**config.mk**
```make
export PLATFORM = sky130hd
export DESIGN_NAME = systolic_array_nxn
export DESIGN_NICKNAME = d
export VERILOG_FILES = /design/src/rtl/systolic_array_nxn.sv
export SDC_FILE = /design/constraint.sdc
export NUM_CORES = 1
export LEC_CHECK = 0
export BUFFER_PORTS_ARGS = -buffer_cell sky130_fd_sc_hd__buf_2
export CAP_MARGIN = 10
export CORE_ASPECT_RATIO = 1.2
export CORE_MARGIN = 8
export CORE_UTILIZATION = 70
export DETAILED_ROUTE_END_ITERATION = 8
export PLACE_DENSITY = 0.88
export SLEW_MARGIN = 20
export SYNTH_ARGS = -nofsm -noshare
export SYNTH_HDL_FRONTEND = slang
export SYNTH_SLANG_ARGS = --single-unit
```
**constraint.sdc**
```tcl
create_clock -name clk -period 11.27 [get_ports clk]
set_input_delay 1.127 -clock clk [delete_from_list [all_inputs] [get_ports clk]]
set_output_delay 1.127 -clock clk [all_outputs]
set_load 0.005 [all_outputs]
```
**src/rtl/systolic_array_nxn.sv**
```systemverilog
// Output-stationary NxN systolic multiplier: C = A x B, operands streamed row-major,
// result rows drained on a valid/ready interface, optional accumulation across runs.
module systolic_array_nxn #(
    parameter int N      = 4,
    parameter int DW     = 4,
    parameter int AW     = 2*DW + $clog2(N),
    parameter int SIGNED = 0
) (
    input  logic                  clk,
    input  logic                  reset,
    input  logic [DW-1:0]         in_data,
    input  logic                  in_valid,
    output logic                  in_ready,
    input  logic                  acc_keep,
    output logic [N*AW-1:0]       out_row,
    output logic [$clog2(N)-1:0]  out_row_idx,
    output logic                  out_last,
    output logic                  out_valid,
    input  logic                  out_ready,
    output logic                  busy
);

    localparam int CW = $clog2(N*N + 3*N);
    localparam int IW = $clog2(N);

    typedef enum logic [1:0] {LOAD_A, LOAD_B, COMPUTE, DRAIN} state_t;

    state_t          state_q, state_d;
    logic [CW-1:0]   cnt_q, cnt_d;
    logic            keep_q, keep_d;
    logic            accept;

    logic [DW-1:0]   a_q    [N][N];
    logic [DW-1:0]   b_q    [N][N];
    logic [DW-1:0]   a_pe_q [N][N-1];
    logic [DW-1:0]   b_pe_q [N-1][N];
    logic [AW-1:0]   acc_q  [N][N];
    logic [DW-1:0]   a_in   [N][N];
    logic [DW-1:0]   b_in   [N][N];
    logic [DW-1:0]   edge_a [N];
    logic [DW-1:0]   edge_b [N];

    function automatic logic [AW-1:0] mac_term(input logic [DW-1:0] a, input logic [DW-1:0] b);
        logic signed [2*DW-1:0] p;
        if (SIGNED != 0) begin
            p = $signed(a) * $signed(b);
            return AW'(p);
        end
        p = $signed({{DW{1'b0}}, a} * {{DW{1'b0}}, b});
        return AW'($unsigned(p));
    endfunction

    always_ff @(posedge clk or negedge reset) begin
        if (!reset) begin
            state_q <= LOAD_A;
            cnt_q   <= '0;
            keep_q  <= 1'b0;
        end else begin
            state_q <= state_d;
            cnt_q   <= cnt_d;
            keep_q  <= keep_d;
        end
    end

    always_comb begin
        state_d   = state_q;
        cnt_d     = cnt_q;
        keep_d    = keep_q;
        in_ready  = 1'b0;
        out_valid = 1'b0;
        case (state_q)
            LOAD_A: begin
                in_ready = 1'b1;
                if (in_valid) begin
                    if (cnt_q == '0) keep_d = acc_keep;
                    if (cnt_q == CW'(N*N-1)) begin
                        state_d = LOAD_B;
                        cnt_d   = '0;
                    end else begin
                        cnt_d = cnt_q + CW'(1);
                    end
                end
            end
            LOAD_B: begin
                in_ready = 1'b1;
                if (in_valid) begin
                    if (cnt_q == CW'(N*N-1)) begin
                        state_d = COMPUTE;
                        cnt_d   = '0;
                    end else begin
                        cnt_d = cnt_q + CW'(1);
                    end
                end
            end
            COMPUTE: begin
                if (cnt_q == CW'(3*N-2)) begin
                    state_d = DRAIN;
                    cnt_d   = '0;
                end else begin
                    cnt_d = cnt_q + CW'(1);
                end
            end
            DRAIN: begin
                out_valid = 1'b1;
                if (out_ready) begin
                    if (cnt_q == CW'(N-1)) begin
                        state_d = LOAD_A;
                        cnt_d   = '0;
                    end else begin
                        cnt_d = cnt_q + CW'(1);
                    end
                end
            end
            default: state_d = LOAD_A;
        endcase
    end

    assign accept      = in_valid && in_ready;
    assign busy        = !(state_q == LOAD_A && cnt_q == '0);
    assign out_last    = (state_q == DRAIN) && (cnt_q == CW'(N-1));
    assign out_row_idx = (state_q == DRAIN) ? cnt_q[IW-1:0] : '0;

    // Skew: edge row i / column j sees operand k on compute cycle i+1+k / j+1+k.
    always_comb begin
        for (int i = 0; i < N; i++) begin
            edge_a[i] = '0;
            edge_b[i] = '0;
            for (int k = 0; k < N; k++) begin
                if (state_q == COMPUTE && cnt_q == CW'(i + 1 + k)) begin
                    edge_a[i] = a_q[i][k];
                    edge_b[i] = b_q[k][i];
                end
            end
        end
    end

    for (genvar gi = 0; gi < N; gi++) begin : g_row
        for (genvar gj = 0; gj < N; gj++) begin : g_col
            if (gj == 0) begin : g_a_edge
                assign a_in[gi][gj] = edge_a[gi];
            end else begin : g_a_pass
                assign a_in[gi][gj] = a_pe_q[gi][gj-1];
            end
            if (gi == 0) begin : g_b_edge
                assign b_in[gi][gj] = edge_b[gj];
            end else begin : g_b_pass
                assign b_in[gi][gj] = b_pe_q[gi-1][gj];
            end
        end
    end

    always_ff @(posedge clk or negedge reset) begin
        if (!reset) begin
            for (int i = 0; i < N; i++) begin
                for (int j = 0; j < N; j++) begin
                    a_q[i][j]   <= '0;
                    b_q[i][j]   <= '0;
                    acc_q[i][j] <= '0;
                    if (j < N-1) a_pe_q[i][j] <= '0;
                    if (i < N-1) b_pe_q[i][j] <= '0;
                end
            end
        end else begin
            for (int i = 0; i < N; i++) begin
                for (int j = 0; j < N; j++) begin
                    if (accept && state_q == LOAD_A && cnt_q == CW'(i*N + j)) a_q[i][j] <= in_data;
                    if (accept && state_q == LOAD_B && cnt_q == CW'(i*N + j)) b_q[i][j] <= in_data;
                    if (state_q == COMPUTE) begin
                        // Cycle 0 flushes the operand pipes and optionally the accumulators.
                        if (cnt_q == '0) begin
                            if (!keep_q) acc_q[i][j] <= '0;
                            if (j < N-1) a_pe_q[i][j] <= '0;
                            if (i < N-1) b_pe_q[i][j] <= '0;
                        end else begin
                            acc_q[i][j] <= acc_q[i][j] + mac_term(a_in[i][j], b_in[i][j]);
                            if (j < N-1) a_pe_q[i][j] <= a_in[i][j];
                            if (i < N-1) b_pe_q[i][j] <= b_in[i][j];
                        end
                    end
                end
            end
        end
    end

    always_comb begin
        out_row = '0;
        if (state_q == DRAIN) begin
            for (int r = 0; r < N; r++) begin
                for (int j = 0; j < N; j++) begin
                    if (cnt_q == CW'(r)) out_row[j*AW +: AW] = acc_q[r][j];
                end
            end
        end
    end

endmodule

```
==> impl_results.md <==
- Status: completed
- # H-tree levels: 2
- PwrDens: 181.5 nW/µm²
- Hold path endpoint: a_q[30]
- Final min period: 6.387 ns
- Xor and xnor area share after synthesis: 0.01969
- Post-synthesis mux area share: 0.05337
- Maximum VDD drop: 0.1808 mV
- Number of global-route vias before repair: 25707
- Die X: 204.3 µm
- Met3 Usage GRT: 0.06487
- # setup viols final: 0
- Antenna Violating Nets Remaining: 0
- Antenna violations before repair: 3
- Remaining DRCs: 0
- Area of placed instances: 30400 µm²
- Worst Clk Skew: 0.01033 ns
- Max Clock Freq: 156.6 MHz
- #FFs+latches synth: 392
- Global-route wire length before repair: 134.9 mm
- Yosys warns: 0
- CTS tree: done
- Most common cell in the netlist: inv_1
- Gr usage total: 0.3375
- Worst setup EP type: flop
- Root Buffer: clkbuf_16
- Total Wirelength: 83.28 mm
- Reg2reg setup slack: 4.88 ns
- I/O pin cnt: 55
- Worst Max-Slew Pin Slew: 1.060 ns
- CP Class: reg2reg
- R2R depth: 17
- Clk sink count: 392
- Library cells used by synthesis: 74
- Largest family of logic cells by synthesized area: adder cells
- Postcts setup bufs: 0
- 1st-iter DRT viols: 2102
- CTS resizes: 0
- Final hold violations: 0
- Area grow syn2layout: 7.323%
- Design Area, Final: 31980 µm²
- Maximum number of pins on one net before global-route repair: 119
- Unrepaired setup endpoints after global routing: false
- Fin crit share: 0.5667
- Worst hold path class: reg2reg
- Most used DFF post-synth: dfrtp_1
- Adder-cell share of the synthesized area: 0.2219
- Fill cells: 2826
- Max-slew violation count: 0
- Row count: 83
- Sequential fraction of the synthesis area: 0.3292
- NumNets Final: 3541
- Synth area leaders: dfrtp_1 33%, ha_1 13%, fa_1 9.7%
- Area of the multi-input gates: 17860 µm²
- Post-CTS Hold Buffers: 0
- PortBufs: 54
- Reg2reg end: acc_q[39]
- Synth Area in Compound Gates: 0.1781
- Hold path start: a_q[30]
- Total number of vias: 24458
- Syn Inst Count: 3103
- Cell taking the most area after synthesis: dfrtp_1
- Grt ovf: 0
- Leak pwr: 0.01567 µW
- Global routing usage on met1: 0.3945
- Die Ht: 242.0 µm
- Max Cap Viol: 0
- Pre-antenna DRT Iters: 5
- CP required: 11.78 ns
- Post-synth EDFFs: 0
- Worst-Skew Late Latency: 0.59 ns
- Grt met2 use: 0.5647
- Hpwl dp: 57.99 mm
- WL/cell: 22.65 µm
- Slew HR: 0.2866
- Initial core utilization: 0.7033
- GPL Wtd Cong: 0.9222
- Startpoint class of the critical path: flop
- Simple-Gate Fraction of Synth Area: 0.1243
- Clock buffer depth: 3
- Syn_nets: 3554
- Core Area: 42370 µm²
- Reg clk slew, reported paths: 0.06 ns
- Ant diodes: 0
- Synth cell count leaders: 416 x inv_1, 392 x dfrtp_1, 298 x ha_1
- Drt via density: 6.652
- Post-synth top area share: 0.3292
- Reg-to-reg startpoint: state_q[0]
- Syn avg cell area: 9.603 µm²
- Share of layout cells above drive strength 1: 0.09984
- Synth Cell Area: 29800 µm²
- Register area: 9809 µm²
- Crit path DAT: 6.90 ns
- Sum of negative setup slack: 0 ns
- Hold path depth: 1
- Global route hottest layer: met2
- Die area: 49450 µm²
- Num CTS Buffers: 44
- Async SR Flop Fraction: 1.000
- CP Max Fanout: 40
final cells by class:
| class | count | area share |
|---|---|---|
| inverters | 418 | 0.04910 |
| clock buffers | 62 | 0.04034 |
| well taps | 552 | 0.02160 |
| repair buffers | 79 | 0.01463 |
| multi-input cells | 2155 | 0.5584 |
| clock inverters | 19 | 0.009155 |
| flip-flops and latches | 392 | 0.3067 |
through the flow:
step	cells	total power, µW	hold WS [ns]	util	setup WS, ns
2_1_floorplan	3103	3438	0.4658	-	6.448
4_1_cts	3677	5755	0.5103	0.7548	4.951
6_report	3677	5805	0.5069	0.7548	4.883
3_3_place_gp	3596	4049	0.4780	0.7174	5.230
5_1_grt	3677	6055	0.5222	0.7548	4.621
3_5_place_dp	3596	4152	0.4911	0.7174	5.098
routing by layer:
layer,wire [µm],share of wire
met4,5524,0.066
met3,6792,0.082
met1,30150,0.36
met2,40780,0.49
met5,35,0.00042
cell usage in the layout (no fill, tap or decap), drive strengths merged, types with 68 or more instances in the layout:
cell / count
dfrtp: 392
nand2: 232
inv: 419
and2: 113
buf: 79
a21oi: 75
o21ai: 205
ha: 298
fa: 144
mux2: 127
o2bb2ai: 68
nor2: 163
critical path, stage by stage, from the launching register on:
cell,delay [ns]
dfrtp_1,0.41
inv_1,0.15
ha_4,0.47
nor4bb_4,0.42
and2_1,0.75
a221o_1,0.30
o221ai_1,0.38
or2_2,0.47
fa_1,0.58
fa_1,0.45
fa_1,0.49
inv_1,0.05
ha_1,0.33
a211oi_1,0.40
o21ai_0,0.16
a31oi_1,0.22
o21ai_0,0.10
a21oi_1,0.16
sequential cells by signal, indices dropped and copies added, names as in the netlist:
signal and flops:
acc_q 160, a_in 48, cnt_q 5, state_q 2, a_q 64, keep_q 1
b_in 48, b_q 64
cell families (layout without fill, tap and decap cells):
logic type | after synthesis | in the layout
XOR/XNOR | 67 | 67
AND/OR/NAND/NOR | 742 | 742
AO/OA/AOI/OAI | 761 | 761
multiplexers | 143 | 143
adder cells (fa/ha/maj) | 442 | 442
buffers and inverters | 556 | 578
flip-flops | 392 | 392
power by group:
group          total [µW]  internal, µW  switching [µW]
Combinational        1920           649            1270
Sequential           2300          1820             480
Clock                1590           962             627
worst max-delay path by stage:
stage	start	end	cells past startpoint
after detailed placement	state_q[0]	acc_q[39]	17
final	state_q[0]	acc_q[39]	17
after CTS	state_q[0]	acc_q[39]	17
after global placement	state_q[0]	acc_q[39]	17
after floorplan	cnt_q[0]	acc_q[117]	20
after global routing	state_q[0]	acc_q[39]	17
Note: power is estimated with default switching activity, not from simulation.
